$ cat src/rtl/exec_sequencer.sv
`default_nettype none
// ============================================================================
//  Module      : exec_sequencer
//  Description : V850 execute-stage controller. Reads GR operands, launches
//                the ALU, then sequences GR writeback and PSW flag update.
//  Revision    : 1.0 - initial release
// ============================================================================
module exec_sequencer #(
  parameter int MAX_WAIT = 16
) (
  input  logic        clk,
  input  logic        reset,
  input  logic        instr_valid_i,
  output logic        instr_ready_o,
  input  logic [2:0]  op_i,
  input  logic [4:0]  reg1_idx_i,
  input  logic [4:0]  reg2_idx_i,
  input  logic [4:0]  imm5_i,
  output logic [4:0]  rf_raddr1_o,
  output logic [4:0]  rf_raddr2_o,
  input  logic [31:0] rf_rdata1_i,
  input  logic [31:0] rf_rdata2_i,
  output logic        alu_start_o,
  output logic        alu_sub_o,
  output logic [31:0] alu_a_o,
  output logic [31:0] alu_b_o,
  input  logic        alu_done_i,
  input  logic [31:0] alu_result_i,
  input  logic [3:0]  alu_flags_i,
  output logic        rf_we_o,
  output logic [4:0]  rf_waddr_o,
  output logic [31:0] rf_wdata_o,
  output logic        psw_we_o,
  output logic [3:0]  psw_flags_o,
  output logic        illegal_o,
  output logic        timeout_o
);

  localparam int CNT_W = $clog2(MAX_WAIT + 1);
  localparam logic [CNT_W-1:0] C_CNT_LAST = CNT_W'(MAX_WAIT - 1);

  typedef enum logic [2:0] {
    S_IDLE  = 3'd0,
    S_READ  = 3'd1,
    S_ISSUE = 3'd2,
    S_WAIT  = 3'd3,
    S_WB    = 3'd4
  } state_t;

  state_t           state_q, state_d;
  logic [2:0]       op_q, op_d;
  logic [4:0]       reg1_q, reg1_d;
  logic [4:0]       reg2_q, reg2_d;
  logic [4:0]       imm_q, imm_d;
  logic [31:0]      a_q, a_d;
  logic [31:0]      b_q, b_d;
  logic [31:0]      result_q, result_d;
  logic [3:0]       flags_q, flags_d;
  logic [CNT_W-1:0] cnt_q, cnt_d;
  logic             timeout_q, timeout_d;
  logic             illegal_q, illegal_d;

  logic             w_is_alu;
  logic             w_is_imm;
  logic             w_is_sub;
  logic             w_writes_gr;
  logic [31:0]      w_operand_b;

  assign w_is_alu    = (op_q <= 3'd3);
  assign w_is_imm    = (op_q == 3'd1) || (op_q == 3'd5);
  assign w_is_sub    = (op_q == 3'd2) || (op_q == 3'd3);
  assign w_writes_gr = (op_q != 3'd3);
  assign w_operand_b = w_is_imm ? {{27{imm_q[4]}}, imm_q} : rf_rdata1_i;

  assign illegal_o = illegal_q;
  assign timeout_o = timeout_q;

  always_ff @(posedge clk) begin
    if (reset) begin
      state_q   <= S_IDLE;
      op_q      <= 3'd0;
      reg1_q    <= 5'd0;
      reg2_q    <= 5'd0;
      imm_q     <= 5'd0;
      a_q       <= 32'd0;
      b_q       <= 32'd0;
      result_q  <= 32'd0;
      flags_q   <= 4'd0;
      cnt_q     <= '0;
      timeout_q <= 1'b0;
      illegal_q <= 1'b0;
    end else begin
      state_q   <= state_d;
      op_q      <= op_d;
      reg1_q    <= reg1_d;
      reg2_q    <= reg2_d;
      imm_q     <= imm_d;
      a_q       <= a_d;
      b_q       <= b_d;
      result_q  <= result_d;
      flags_q   <= flags_d;
      cnt_q     <= cnt_d;
      timeout_q <= timeout_d;
      illegal_q <= illegal_d;
    end
  end

  always_comb begin
    state_d       = state_q;
    op_d          = op_q;
    reg1_d        = reg1_q;
    reg2_d        = reg2_q;
    imm_d         = imm_q;
    a_d           = a_q;
    b_d           = b_q;
    result_d      = result_q;
    flags_d       = flags_q;
    cnt_d         = cnt_q;
    timeout_d     = timeout_q;
    illegal_d     = 1'b0;
    instr_ready_o = 1'b0;
    rf_raddr1_o   = 5'd0;
    rf_raddr2_o   = 5'd0;
    alu_start_o   = 1'b0;
    alu_sub_o     = 1'b0;
    alu_a_o       = 32'd0;
    alu_b_o       = 32'd0;
    rf_we_o       = 1'b0;
    rf_waddr_o    = 5'd0;
    rf_wdata_o    = 32'd0;
    psw_we_o      = 1'b0;
    psw_flags_o   = 4'd0;

    case (state_q)
      S_IDLE: begin
        instr_ready_o = 1'b1;
        if (instr_valid_i) begin
          op_d   = op_i;
          reg1_d = reg1_idx_i;
          reg2_d = reg2_idx_i;
          imm_d  = imm5_i;
          if (op_i[2:1] == 2'b11) begin
            illegal_d = 1'b1;
          end else begin
            state_d = S_READ;
          end
        end
      end

      S_READ: begin
        rf_raddr1_o = reg1_q;
        rf_raddr2_o = reg2_q;
        state_d     = S_ISSUE;
      end

      S_ISSUE: begin
        // Read data arrives this cycle, so operands pass straight through to the ALU.
        rf_raddr1_o = reg1_q;
        rf_raddr2_o = reg2_q;
        a_d         = rf_rdata2_i;
        b_d         = w_operand_b;
        alu_a_o     = rf_rdata2_i;
        alu_b_o     = w_operand_b;
        if (w_is_alu) begin
          alu_start_o = 1'b1;
          alu_sub_o   = w_is_sub;
          cnt_d       = '0;
          state_d     = S_WAIT;
        end else begin
          result_d = w_operand_b;
          state_d  = S_WB;
        end
      end

      S_WAIT: begin
        alu_a_o   = a_q;
        alu_b_o   = b_q;
        alu_sub_o = w_is_sub;
        if (alu_done_i) begin
          result_d = alu_result_i;
          flags_d  = alu_flags_i;
          state_d  = S_WB;
        end else if (cnt_q == C_CNT_LAST) begin
          timeout_d = 1'b1;
          state_d   = S_IDLE;
        end else begin
          cnt_d = cnt_q + CNT_W'(1);
        end
      end

      S_WB: begin
        rf_we_o     = w_writes_gr && (reg2_q != 5'd0);
        rf_waddr_o  = reg2_q;
        rf_wdata_o  = result_q;
        psw_we_o    = w_is_alu;
        psw_flags_o = flags_q;
        state_d     = S_IDLE;
      end

      default: begin
        state_d = S_IDLE;
      end
    endcase

    // An operation abandoned by reset must not leave side effects behind.
    if (reset) begin
      rf_we_o     = 1'b0;
      psw_we_o    = 1'b0;
      alu_start_o = 1'b0;
    end
  end

endmodule
`default_nettype wire

$ cat config.mk
export PLATFORM = sky130hd
export DESIGN_NAME = exec_sequencer
export DESIGN_NICKNAME = d
export VERILOG_FILES = /design/src/rtl/exec_sequencer.sv
export SDC_FILE = /design/constraint.sdc
export NUM_CORES = 1
export LEC_CHECK = 0
export BUFFER_PORTS_ARGS = -buffer_cell sky130_fd_sc_hd__buf_2
export CAP_MARGIN = 20
export CORE_MARGIN = 1
export CORE_UTILIZATION = 50
export CTS_CLUSTER_DIAMETER = 200
export DETAILED_ROUTE_END_ITERATION = 7
export GPL_TIMING_DRIVEN = 0
export PLACE_DENSITY = 0.91
export SYNTH_ARGS = -nofsm -noshare
export SYNTH_HDL_FRONTEND = slang
export SYNTH_SLANG_ARGS = --single-unit
$ cat constraint.sdc
create_clock -name clk -period 2.46 [get_ports clk]
set_clock_uncertainty 0.15 [all_clocks]
set_input_delay 0.492 -clock clk [delete_from_list [all_inputs] [get_ports clk]]
set_output_delay 0.492 -clock clk [all_outputs]
set_load 0.01 [all_outputs]
Word-level counts from Yosys, hierarchy flattened
Cells that the tools add are included.

Latch bits: 0. Output and inout port bits: 122. Bits in writable memories: 0. Register bits: 128. Memories kept: 0. Memory bits (read-only): 0.

Bitwise operators: 3. Multiplexer cells: 32. Multiply operators: 0. Shift-type cells: 0. Add/sub/neg operators: 1. Reductions and logical operators: 14. Equal/unequal tests: 19. Magnitude comparators: 1. Divide/modulo/power cells: 0.

Operators by type and width (count): case mux 32 bit (2 select lines) (3); two-way mux 32 bit (4); two-way mux 5 bit (6); two-way mux 3 bit (5); inequality test 2 bit (second input constant) (7); equality test 3 x 2 -> 1 bit (second input constant) (4); case mux 3 bit (4 select lines) (1); two-way mux 1 bit (10); case mux 5 bit (2 select lines) (1); AND reduction 3 bit (3); equality test 3 x 1 -> 1 bit (second input constant) (2); equality test 3 bit (second input constant) (2); adder 5 x 1 -> 5 bit (second input constant) (1); equality test 5 x 4 -> 1 bit (second input constant) (1); nonzero test 5 bit (1); two-way mux 4 bit (1); AND reduction 2 bit (2); AND reduction 4 bit (1); less-or-equal comparator 3 x 2 -> 1 bit (second input constant) (1); zero test 3 bit (1); inequality test 3 x 2 -> 1 bit (second input constant) (1); inequality test 3 bit (second input constant) (1); NOT 1 bit (3); OR reduction 3 bit (1); other kinds (6) (7).

Longest topological paths before layout
Depth in word-level cells: 5. Mapped depth: 6. Mapped depth without buffers: 6.

Worst setup path before layout
No wires, ideal clock.

Path type: reg-to-output. Start: reg op_q[0]. End: out alu_b_o[11]. Required time: 1.818 ns. Slack: 0.344 ns. Cell stages (with the launch flop): 6. Path buffers: 2. Arrival time: 1.474 ns. Cells stage by stage: dfxtp_1 and3b_1 buf_2 buf_1 a21oi_1 a211oi_1.

Longest elaborated chain between the ends: 4. Elaborated cells between the ends (all ways): 5. Classes of those cells: eq/ne (2); mux (2); reduce/logical (1).

Ends and longest elaborated chain: start, declared (RTL line 51) `logic [2:0] op_q, op_d;`; start signal, assigned (RTL line 94) `op_q <= op_d;`; equality test 3 x 1 -> 1 bit or equality test 3 bit (tied branches) (RTL line 70) `assign w_is_imm = (op_q == 3'd1) || (op_q == 3'd5);`; logical OR 1 bit (*) (RTL line 70); two-way mux 32 bit (*) (RTL line 73) `assign w_operand_b = w_is_imm ? {{27{imm_q[4]}}, imm_q} : rf_rdata1_i;`; case mux 32 bit (2 select lines) (*) (RTL line 134) `case (state_q)`; end, declared (RTL line 26) `output logic [31:0] alu_b_o,`.

Every way passes the cells marked *; elsewhere a longest branch is shown, timed or not.

Final worst setup path
Start: reg op_q[1]. End: out alu_b_o[19].

Same word-level chain as after synthesis.

==> qor.yml <==
clock_tree:
  clock_sinks: 128
  cts_buffers: 17
  clock_latency_ns: 0.43
  cts_hold_buf: 0
  h-tree-depth: 4
  cts_tree: "done"
  cts-root-buf: "clkbuf_16"
  clk_pin_slew_ns: 0.06
  cts.path.max_buffers: 2
setup_path:
  crit_fanout: 10
  cp.required_ns: 1.82
  startpoint_type: "flip-flop"
  path_class: "flip-flop to primary output"
  crit_arrival_ns: 1.83
  endpoint_kind: "primary output"
die:
  die_w_um: 116.1
  die_y_um: 116.1
  io_pins: 244
  die_area_sq_mm: 0.01349
  core-area_sq_mm: 0.01267
  num_rows: 41
  initial_utilization_pct: 51.40
timing:
  hold_violations: 0
  drv_slew: 0
  fin_crit_sh_pct: 100.4
  clock.fmax_mhz: 404.9
  min_period_ns: 2.470
  relSlewSlack_pct: 39.71
  rsz0062_at_grt: "true"
  worst_pin_slew_ns: 0.9020
  setup_slack_ns: -0.009731
  setup_viol: 3
placement:
  routabilityCongestion: 0.9358
  postPlaceCellArea_sq_mm: 0.007939
  dp.cells: 1255
  dpl_worst_slack_ns: -0.4661
  hpwl_um: 16300
  port_buffers: 242
finish:
  n_fill_cell: 973
  fin_util_pct: 73.37
  nets: 1240
  multi_input_area_sq_mm: 0.003751
  finalNonFillerCells: 1301
  regArea_sq_mm: 0.002576
  drive_above_1_share_pct: 37.47
  fin_area_sq_mm: 0.009296
  synthToLayoutAreaGrowth_pct: 42.75
  diodes: 0
synthesis:
  yosysMostFrequentCell: "nor2_1"
  netlist_instances: 841
  seq_area_frac_synth_pct: 39.35
  synth_top_cell_area_share_pct: 39.35
  synth-edff-count: 0
  synth_flop_cell: "dfxtp_1"
  synth_largest_area_cell: "dfxtp_1"
  yosys_register_bits: 128
  async_flop_share_pct: 0
  syn_avg_cell_area_sq_um: 7.744
  yosys-top-cells-count: "131 x nor2_1, 128 x dfxtp_1, 105 x nand2_1"
  yosysWarningCount: 0
  ys_types: 41
  synth_nets: 965
  synth_area_sq_mm: 0.006512
  synthTopCellsByArea: "dfxtp_1 39%, a211oi_1 11%, nor2_1 7.6%, a21oi_1 6.8%, nand2_1 6.1%"
pwr:
  clkPwrFrac_pct: 43.9
  comb_power_share_pct: 20.0
  vdd_ir_drop_max_mv: 0.5268
  power.density_mw_per_mm2: 676.5
  power.leakage_nw: 4.018
  seqPwrFrac_pct: 36.0
  p_sw_share_pct: 27.96
  p_int_mw: 4.530
  switching_power_mw: 1.758
  total_power_mw: 6.289
detailed_routing:
  drc: 0
  wirelength_um: 23110
  vias: 7409
  first_pass_iters: 5
  wl_per_cell_um: 17.76
  vias_per_cell: 5.695
  ant_nets: 0
  drt_iter0_markers: 475
grt:
  grt_pass1_vias: 7127
  grt_use_total_pct: 33.99
  grt_max_degree: 17
  antenna_found_initial: 0
  grt-ovfl-total: 0
  grt_first_pass_wirelength_um: 34960
min_path:
  min_path_type: "input port to flip-flop"
run:
  maxCapViolCount: 0
run_status:
  outcome: "finished, violations left"
  violations: "setup timing"
[worst max-delay path: stages, from the launching register on]
cell      delay, ns
dfxtp_4        0.36
and3b_2        0.26
buf_6          0.14
buf_8          0.15
a21oi_1        0.07
a211oi_2       0.23
buf_2          0.17
[per-layer routing]
layer / vias to the layer above / global-route usage [%] / wire, um
li1: 3471 / - / -
met3: 67 / 8.614 / 1764
met4: 0 / 20.00 / 989
met2: 384 / 57.78 / 11180
met1: 3487 / 38.70 / 9171
met5: - / 0 / 0
[power by group through the flow]
stage | Combinational, mW | Clock, mW | Sequential (mW)
after floorplan | 0.656 | 0 | 2.29
after global placement | 1.02 | 0 | 2.30
after detailed placement | 1.03 | 0 | 2.30
after CTS | 1.15 | 2.76 | 2.26
after global routing | 1.36 | 2.86 | 2.28
final | 1.26 | 2.76 | 2.27
[repair_timing]
action                     4_1_cts  5_1_grt
gates resized for setup        118       62
cloned                           0        2
pin swaps                       15       13
setup buffers                    6        8
setup endpoints to repair      118      110
[through the flow]
step                TNS (ns)  hold WS [ns]
CTS                  -0.1226        0.1384
global route         -0.4878        0.1450
detailed placement    -15.06        0.2918
floorplan                  0        0.2774
finish              -0.01117        0.1374
global placement      -14.88        0.2849
[cells in the final DEF (no fill, tap or decap), types with 6 or more instances in the layout]
master,count
buf_6,15
clkbuf_1,25
buf_8,7
buf_2,258
mux2i_1,35
a211oi_2,23
dfxtp_1,123
clkbuf_16,17
a21oi_2,25
buf_4,21
inv_1,38
and2_1,51
a211oi_1,70
a21oi_1,63
clkbuf_8,6
o32ai_1,33
nand2_1,105
nor2_1,127
[path summary, 6_finish.rpt]
kind / slack (ns) / to / startpoint / depth (start not counted)
worst max-delay path: -0.01 / alu_b_o[19] / op_q[1] / 6
worst min-delay path: 0.14 / op_q[0] / op_i[0] / 3
worst max register to register: 0.30 / cnt_q[1] / cnt_q[0] / 6
worst min register to register: 0.30 / flags_q[0] / flags_q[0] / 2
[flip-flops by register name, indices dropped and copies added, names as in the netlist]
name	count
a_q	32
illegal_o	1
b_q	32
reg2_q	5
state_q	3
cnt_q	5
flags_q	4
reg1_q	5
timeout_o	1
op_q	3
imm_q	5
result_q	32
[cells by family after synthesis]
group	share of synthesized area (%)
AOI/OAI and AO/OA	23.48
DFF	39.35
adders and majority gates	0.3842
muxes	5.380
xor gates and xnor gates	0.1345
buffers and inverters	8.165
and+or+nand+nor	23.11
[final cells by class]
type	instances	share of cell area, %
Multi-Input combinational cell	592	40.35
Sequential cell	128	27.71
Timing Repair Buffer	258	14.41
Buffer	80	6.622
Clock buffer	22	5.316
Tap cell	172	2.315
Clock inverter	10	1.669
Inverter	39	1.602
(Power assumes the default switching activity.)
